$ cat src/rtl/pipeline_ctrl_if.sv
// rtl/pipeline_ctrl_if.sv - memory handshake, hazard inputs and stage-control outputs of the pipeline controller
interface pipeline_ctrl_if;
    logic       imem_resp;
    logic       dmem_req;
    logic       dmem_resp;
    logic [2:0] id_sr1;
    logic [2:0] id_sr2;
    logic       id_sr1_used;
    logic       id_sr2_used;
    logic [2:0] ex_dr;
    logic       ex_is_load;
    logic       br_taken;

    logic       imem_read;
    logic       load_pc;
    logic       load_if_id;
    logic       load_id_ex;
    logic       load_ex_mem;
    logic       load_mem_wb;
    logic       bubble_id_ex;
    logic       flush_if_id;
    logic       flush_id_ex;
    logic       flush_ex_mem;

    modport master (
        output imem_resp, dmem_req, dmem_resp, id_sr1, id_sr2, id_sr1_used, id_sr2_used,
               ex_dr, ex_is_load, br_taken,
        input  imem_read, load_pc, load_if_id, load_id_ex, load_ex_mem, load_mem_wb,
               bubble_id_ex, flush_if_id, flush_id_ex, flush_ex_mem
    );

    modport slave (
        input  imem_resp, dmem_req, dmem_resp, id_sr1, id_sr2, id_sr1_used, id_sr2_used,
               ex_dr, ex_is_load, br_taken,
        output imem_read, load_pc, load_if_id, load_id_ex, load_ex_mem, load_mem_wb,
               bubble_id_ex, flush_if_id, flush_id_ex, flush_ex_mem
    );
endinterface

$ cat src/rtl/pipeline_ctrl.sv
// rtl/pipeline_ctrl.sv - 5-stage pipeline controller: memory-wait FSM, load-use bubble, branch flush, stall counter
module pipeline_ctrl #(
    parameter int CNT_W = 16
) (
    input  logic               i_clk,
    input  logic               i_rst_n,
    pipeline_ctrl_if.slave     ctrl,
    output logic [CNT_W-1:0]   o_stall_count,
    output logic [1:0]         o_state
);
    typedef enum logic [1:0] {
        RUN    = 2'd0,
        HOLD_I = 2'd1,
        HOLD_D = 2'd2
    } state_t;

    state_t             r_state;
    state_t             w_next_state;
    logic [CNT_W-1:0]   r_stall_count;
    logic               w_imem_done;
    logic               w_dmem_done;
    logic               w_adv;
    logic               w_hazard;
    logic               w_bubble;
    logic               w_stall;

    always_ff @(posedge i_clk) begin
        if (!i_rst_n) begin
            r_state       <= RUN;
            r_stall_count <= '0;
        end else begin
            r_state <= w_next_state;
            if (w_stall && (r_stall_count != {CNT_W{1'b1}}))
                r_stall_count <= r_stall_count + 1'b1;
        end
    end

    // A HOLD state remembers which memory already answered, so its response line is ignored there.
    always_comb begin
        w_imem_done  = ctrl.imem_resp || (r_state == HOLD_I);
        w_dmem_done  = !ctrl.dmem_req || ctrl.dmem_resp || (r_state == HOLD_D);
        w_adv        = i_rst_n && w_imem_done && w_dmem_done;
        w_hazard     = ctrl.ex_is_load &&
                       ((ctrl.id_sr1_used && (ctrl.id_sr1 == ctrl.ex_dr)) ||
                        (ctrl.id_sr2_used && (ctrl.id_sr2 == ctrl.ex_dr)));
        w_bubble     = w_adv && !ctrl.br_taken && w_hazard;
        w_stall      = !w_adv || w_bubble;

        w_next_state = RUN;
        case (r_state)
            RUN: begin
                if (!w_adv && ctrl.imem_resp)
                    w_next_state = HOLD_I;
                else if (!w_adv && ctrl.dmem_req && ctrl.dmem_resp)
                    w_next_state = HOLD_D;
            end
            HOLD_I:  w_next_state = w_adv ? RUN : HOLD_I;
            HOLD_D:  w_next_state = w_adv ? RUN : HOLD_D;
            default: w_next_state = RUN;
        endcase

        ctrl.imem_read    = i_rst_n && (r_state != HOLD_I);
        ctrl.load_pc      = w_adv && !w_bubble;
        ctrl.load_if_id   = w_adv && !w_bubble;
        ctrl.load_id_ex   = w_adv;
        ctrl.load_ex_mem  = w_adv;
        ctrl.load_mem_wb  = w_adv;
        ctrl.bubble_id_ex = w_bubble;
        ctrl.flush_if_id  = w_adv && ctrl.br_taken;
        ctrl.flush_id_ex  = w_adv && ctrl.br_taken;
        ctrl.flush_ex_mem = w_adv && ctrl.br_taken;
    end

    assign o_state       = i_rst_n ? r_state : 2'd0;
    assign o_stall_count = i_rst_n ? r_stall_count : '0;
endmodule

$ cat src/flat_wrapper.sv
// flat-port wrapper written by rule: the top's interface ports become plain ports
module pipeline_ctrl_flat 
#(
    parameter int CNT_W = 16
)
  (i_clk, i_rst_n, o_stall_count, o_state, ctrl_imem_resp, ctrl_dmem_req, ctrl_dmem_resp, ctrl_id_sr1, ctrl_id_sr2, ctrl_id_sr1_used, ctrl_id_sr2_used, ctrl_ex_dr, ctrl_ex_is_load, ctrl_br_taken, ctrl_imem_read, ctrl_load_pc, ctrl_load_if_id, ctrl_load_id_ex, ctrl_load_ex_mem, ctrl_load_mem_wb, ctrl_bubble_id_ex, ctrl_flush_if_id, ctrl_flush_id_ex, ctrl_flush_ex_mem);
  pipeline_ctrl_if ctrl_i ();
  input  logic i_clk;
  input  logic i_rst_n;
  output logic [CNT_W-1:0] o_stall_count;
  output logic [1:0] o_state;
  input wire logic [$bits(ctrl_i.imem_resp)-1:0] ctrl_imem_resp;
  input wire logic [$bits(ctrl_i.dmem_req)-1:0] ctrl_dmem_req;
  input wire logic [$bits(ctrl_i.dmem_resp)-1:0] ctrl_dmem_resp;
  input wire logic [$bits(ctrl_i.id_sr1)-1:0] ctrl_id_sr1;
  input wire logic [$bits(ctrl_i.id_sr2)-1:0] ctrl_id_sr2;
  input wire logic [$bits(ctrl_i.id_sr1_used)-1:0] ctrl_id_sr1_used;
  input wire logic [$bits(ctrl_i.id_sr2_used)-1:0] ctrl_id_sr2_used;
  input wire logic [$bits(ctrl_i.ex_dr)-1:0] ctrl_ex_dr;
  input wire logic [$bits(ctrl_i.ex_is_load)-1:0] ctrl_ex_is_load;
  input wire logic [$bits(ctrl_i.br_taken)-1:0] ctrl_br_taken;
  output wire logic [$bits(ctrl_i.imem_read)-1:0] ctrl_imem_read;
  output wire logic [$bits(ctrl_i.load_pc)-1:0] ctrl_load_pc;
  output wire logic [$bits(ctrl_i.load_if_id)-1:0] ctrl_load_if_id;
  output wire logic [$bits(ctrl_i.load_id_ex)-1:0] ctrl_load_id_ex;
  output wire logic [$bits(ctrl_i.load_ex_mem)-1:0] ctrl_load_ex_mem;
  output wire logic [$bits(ctrl_i.load_mem_wb)-1:0] ctrl_load_mem_wb;
  output wire logic [$bits(ctrl_i.bubble_id_ex)-1:0] ctrl_bubble_id_ex;
  output wire logic [$bits(ctrl_i.flush_if_id)-1:0] ctrl_flush_if_id;
  output wire logic [$bits(ctrl_i.flush_id_ex)-1:0] ctrl_flush_id_ex;
  output wire logic [$bits(ctrl_i.flush_ex_mem)-1:0] ctrl_flush_ex_mem;
  assign ctrl_i.imem_resp = ctrl_imem_resp;
  assign ctrl_i.dmem_req = ctrl_dmem_req;
  assign ctrl_i.dmem_resp = ctrl_dmem_resp;
  assign ctrl_i.id_sr1 = ctrl_id_sr1;
  assign ctrl_i.id_sr2 = ctrl_id_sr2;
  assign ctrl_i.id_sr1_used = ctrl_id_sr1_used;
  assign ctrl_i.id_sr2_used = ctrl_id_sr2_used;
  assign ctrl_i.ex_dr = ctrl_ex_dr;
  assign ctrl_i.ex_is_load = ctrl_ex_is_load;
  assign ctrl_i.br_taken = ctrl_br_taken;
  assign ctrl_imem_read = ctrl_i.imem_read;
  assign ctrl_load_pc = ctrl_i.load_pc;
  assign ctrl_load_if_id = ctrl_i.load_if_id;
  assign ctrl_load_id_ex = ctrl_i.load_id_ex;
  assign ctrl_load_ex_mem = ctrl_i.load_ex_mem;
  assign ctrl_load_mem_wb = ctrl_i.load_mem_wb;
  assign ctrl_bubble_id_ex = ctrl_i.bubble_id_ex;
  assign ctrl_flush_if_id = ctrl_i.flush_if_id;
  assign ctrl_flush_id_ex = ctrl_i.flush_id_ex;
  assign ctrl_flush_ex_mem = ctrl_i.flush_ex_mem;
  pipeline_ctrl #(.CNT_W(CNT_W)) u_core (.i_clk(i_clk), .i_rst_n(i_rst_n), .ctrl(ctrl_i), .o_stall_count(o_stall_count), .o_state(o_state));
endmodule
$ cat config.mk
export PLATFORM = sky130hd
export DESIGN_NAME = pipeline_ctrl_flat
export DESIGN_NICKNAME = d
export VERILOG_FILES = /design/src/rtl/pipeline_ctrl_if.sv /design/src/rtl/pipeline_ctrl.sv /design/src/flat_wrapper.sv
export SDC_FILE = /design/constraint.sdc
export NUM_CORES = 1
export LEC_CHECK = 0
export CAP_MARGIN = 20
export CELL_PAD_IN_SITES_DETAIL_PLACEMENT = 0
export CELL_PAD_IN_SITES_GLOBAL_PLACEMENT = 2
export CORE_ASPECT_RATIO = 0.9
export CORE_MARGIN = 5
export CORE_UTILIZATION = 24
export CTS_CLUSTER_DIAMETER = 80
export DETAILED_ROUTE_END_ITERATION = 8
export PLACE_DENSITY = 0.87
export SLEW_MARGIN = 20
export SYNTH_ARGS = -nofsm -noshare
export SYNTH_HDL_FRONTEND = slang
export SYNTH_SLANG_ARGS = --single-unit
$ cat constraint.sdc
create_clock -name i_clk -period 1.99 [get_ports i_clk]
set_input_delay 0.199 -clock i_clk [delete_from_list [all_inputs] [get_ports i_clk]]
set_output_delay 0.199 -clock i_clk [all_outputs]
set_load 0.01 [all_outputs]
==> reports/results.env <==
MAX_CLOCK_FREQ_MHz=536.7
SYNTH-SEQ-AREA-SHARE_PCT=30.51
CTS_TREE='done'
FINAL.PERIOD_UTILIZATION_PCT=93.63
ANTENNA_LEFT=0
NUMBER_OF_INSTANCES_IN_THE_SYNTHESIZED_NETLIST=145
CRIT_PATH_START_KIND='input port'
POSTSYNTHNETCOUNT=164
RUN_STATUS='finished clean'
FINALHOLDVIOLCOUNT=0
SYNTH-SEQ-CELLS=18
FILLCELLCOUNT=520
CP_DATA_ARRIVAL_TIME_PS=1660
FIRST_ELEMENT_OF_THE_CRITICAL_PATH='i_rst_n'
INITIAL_UTILIZATION_PCT=24.58
CRITICAL_PATH_CELL_WITH_THE_HIGHEST_STAGE_DELAY='sky130_fd_sc_hd__clkdlybuf4s50_1'
POWER.SWITCHING_FRACTION_PCT=24.51
DRC=0
DRIVE_GT1_SHARE_PCT=17.17
INSTANCES_NO_FILL=263
SETUP_VIOL_COUNT_FINAL=0
PIN_COUNT_OF_THE_BIGGEST_NET_ENTERING_GLOBAL_ROUTING=33
NUMBER_OF_MAX_CAPACITANCE_VIOLATIONS_REPORTED=0
FIRSTDRTPASSITERS=4
FLOW.AREA_GROWTH_FROM_SYNTHESIS_PCT=57.63
SYNTH_AREA_PER_CELL_SQ_UM=8.146
TIMING.CRITICAL_PATH.DEPTH=4
DETAILED_PLACE_HPWL_MICRONS=2357
FINAL-MAX-SLEW-VIOLATION-COUNT=0
WORST_SETUP_SLACK_AFTER_LAYOUT_PS=126.7
WORST_PIN_SLEW_PS=302.7
INITIAL_ANTENNA_VIOLATION_COUNT=0
CLK_LATENCY_PS=260
TOTAL_LEAKAGE_POWER_nW=0.7246
YS_TOP_CELLS_BY_AREA='sky130_fd_sc_hd__dfxtp_1, sky130_fd_sc_hd__and2_1, sky130_fd_sc_hd__xnor2_1'
POWER.DENSITY_nW_PER_UM2=461.5
CRITICAL-PATH-TOP-CELL-BY-COUNT='sky130_fd_sc_hd__clkdlybuf4s50_1'
DP_SLACK_PS=-171.8
DP.CELLS=258
SHARE_OF_THE_SYNTHESIZED_AREA_IN_THE_TOP_CELL_TYPE_PCT=30.51
CTS_NUM_SINKS=18
SYNTH_TOP_AREA_CELL='sky130_fd_sc_hd__dfxtp_1'
RR_ENDPOINT='u_core.r_stall_count[14]'
DR_TOTAL_VIAS=1164
WIRELENGTH_MICRONS=2952
CRITICAL-PATH-TOP-DELAY-FAMILY='buffers and inverters'
GRT_USAGE_PCT=9.335
CRIT_REQUIRED_PS=1790
SEQ_POWER_SHARE_PCT=44.0
PLACE_CONGESTION=0.7906
TIMING.CRITICAL_PATH.TO='o_stall_count[12]'
HOLDCRITPATHCLASS='flip-flop to flip-flop'
NUMBER_OF_SYNTHESIS_WARNINGS=0
CTSROOTBUFFERMASTER='sky130_fd_sc_hd__clkbuf_8'
FF2FF_PATH_DEPTH=7
WORSTPATHMAXFANOUT=32
CLOCKBUFFERDEPTH=2
CELL_INTERNAL_PWR_uW=648.6
FIN_WORST_SKEW_PS=2.350
MAXSLEWHEADROOM_PCT=79.56
CRITICAL_PATH_CELL_SEQUENCE='clkdlybuf4s50_1, buf_12, and2_1, clkdlybuf4s50_1'
POWER_FRAC_COMB_PCT=20.4
PORT_BUFFERS=45
DRT-INITIAL-DRC-COUNT=48
SETUP_REPAIR_AFTER_GLOBAL_ROUTING_MISSED_ITS_MARGIN='false'
ANTENNA_DIODE_COUNT=0
DIE-WIDTH_MICRONS=83.95
LAYOUT.AREA.SEQ_SQ_UM=360.3
CTS-HTREE-LEVELS=1
VIA_PER_INST=4.426
POST_DRT_WL_PER_CELL_MICRONS=11.22
SYNTH_CELL_TYPES=34
CP.BUFFERS_INVERTERS=3
MULTIINPUTGATEAREA_SQ_UM=780.7
SWITCHINGPOWER_uW=210.6
CORE_AREA_SQ_UM=4805
FIN_TNS_SETUP_PS=0
REG2REG_FROM='u_core.r_stall_count[0]'
WORST_SETUP_PATH_END_KIND='output pin'
MIN_PERIOD_PS=1863
FINISH.INSTANCE_AREA_SQ_UM=1862
POSTPLACECELLAREA_SQ_UM=1775
CLK_TRANSITION_REPORTED_PATHS_PS=70
AREA_OF_THE_MAPPED_NETLIST_SQ_UM=1181
GLOBALROUTEOVERFLOWTOTAL=0
FLOORPLAN.ROWS=24
HOLD_BUFFERS=0
TRITONCTS.NUM_BUFFERS=3
DIE_H_MICRONS=76.55
FIRST_GLOBAL_VIAS=1137
WORST_REG_TO_REG_SETUP_SLACK_PS=170
IR_WORST_VDD_V=0.0003239
IOPINCOUNT=46
WORSTSETUPPATHTYPE='input port to output pin'
CLK_NETWORK_PWR_SHARE_PCT=35.6
GRT_PASS1_WL_MICRONS=5064
TOTAL_DIE_AREA_SQ_UM=6426
CRITICAL-PATH-MAX-STAGE-DELAY_PS=560
NUM-NETS-FINAL=218
## worst reg2reg max path: cells and delay by family, from the launching register on
family / cells / cell delay [ps]
AO/OA/AOI/OAI: 1 / 140
adder cells (fa/ha/maj): 1 / 190
buffers and inverters: 1 / 170
flip-flops: 1 / 370
AND/OR/NAND/NOR: 4 / 890
## power groups by stage
stage                     combinational [mW]  sequential [mW]  clock (mW)
after detailed placement               0.180            0.387           0
after global routing                   0.192            0.380       0.337
after floorplan                       0.0853            0.384           0
after CTS                              0.178            0.378       0.316
final                                  0.175            0.378       0.306
after global placement                 0.180            0.387           0
## cells by family (layout without fill, tap and decap cells)
family / after synthesis / in the layout / synth area share, %
compound gates: 23 / 23 / 14.41
mux: 6 / 6 / 5.720
flops: 18 / 18 / 30.51
simple gates: 75 / 75 / 35.91
buf+inv: 13 / 66 / 5.720
xor+xnor: 9 / 9 / 6.674
fa+ha+maj: 1 / 1 / 1.059
## flip-flops by register name, indices dropped and copies added, names as in the netlist
register and count:
u_core.r_stall_count 16, u_core.r_state 2
## timing repair
item / CTS / global route
resized for setup: 8 / 8
setup endpoints to repair: 9 / 10
pin swaps: 3 / 0
setup buffers: 1 / 0
cloned: 0 / 0
hold endpoints to repair: 0 / 0
## metrics by stage
step | hold WS (ps) | total power [mW] | util [%]
final | 473.9 | 0.8592 | 38.75
after global routing | 513.2 | 0.9091 | 38.75
after CTS | 474.3 | 0.8721 | 38.15
after detailed placement | 462.9 | 0.5664 | 36.95
after global placement | 465.1 | 0.5672 | 36.95
after floorplan | 354.9 | 0.4697 | -
## worst min-delay path by stage
| stage | depth (start not counted) | end | startpoint | slack [ps] |
|---|---|---|---|---|
| final | 2 | u_core.r_stall_count[15] | u_core.r_stall_count[15] | 470 |
| after CTS | 2 | u_core.r_stall_count[15] | u_core.r_stall_count[15] | 470 |
| after floorplan | 2 | u_core.r_state[1] | ctrl_dmem_resp | 350 |
| after detailed placement | 2 | u_core.r_stall_count[15] | u_core.r_stall_count[15] | 460 |
| after global routing | 2 | u_core.r_stall_count[15] | u_core.r_stall_count[15] | 510 |
| after global placement | 2 | u_core.r_stall_count[15] | u_core.r_stall_count[15] | 470 |
## synth_stat cells (all sizes together)
cell type / number
and2: 25
dfxtp: 18
nand2: 10
nor2: 9
xnor2: 9
o21ai: 8
nor2b: 7
mux2: 6
a21oi: 5
buf: 5
nand2b: 5
nand3: 5
clkbuf: 4
inv: 4
nand4: 4
nor3: 4
a21boi: 2
o2111ai: 2
o211ai: 2
a2111o: 1
and3: 1
and4: 1
ha: 1
nor4: 1
nor4b: 1
o221a: 1
o31ai: 1
o41ai: 1
or3: 1
or4: 1
## placed cells by master, fill, tap and decap left out, types with 3 or more instances in the layout
cell type                         Yosys  layout
sky130_fd_sc_hd__nand2b_1             5       5
sky130_fd_sc_hd__o21ai_0              6       5
sky130_fd_sc_hd__mux2_2               6       6
sky130_fd_sc_hd__and2_1              25      25
sky130_fd_sc_hd__nand4_1              4       4
sky130_fd_sc_hd__dfxtp_1             18      18
sky130_fd_sc_hd__buf_4                5      11
sky130_fd_sc_hd__nor2b_1              7       7
sky130_fd_sc_hd__xnor2_1              9       9
sky130_fd_sc_hd__clkbuf_8             0       4
sky130_fd_sc_hd__nand2_1             10       9
sky130_fd_sc_hd__a21oi_1              4       3
sky130_fd_sc_hd__nand3_1              5       5
sky130_fd_sc_hd__clkdlybuf4s50_1      0      36
sky130_fd_sc_hd__inv_1                4       4
sky130_fd_sc_hd__nor3_2               0       3
sky130_fd_sc_hd__dlygate4sd2_1        0       7
sky130_fd_sc_hd__nor2_1               8       8
## metal layers
layer,part of all wire [%],track usage [%],vias up
li1,-,-,611
met1,45,11.15,532
met2,50,16.14,17
met3,4.4,3.135,4
met4,0.95,2.090,0
met5,0,0,-
## final cells by class
class                           count  area share [%]
Multi-Input combinational cell    114           41.94
Tap cell                           65           4.368
Timing Repair Buffer               58           30.58
Sequential cell                    18           19.35
Clock buffer                        4           2.957
Inverter                            4          0.8064
(Power assumes the default switching activity.)
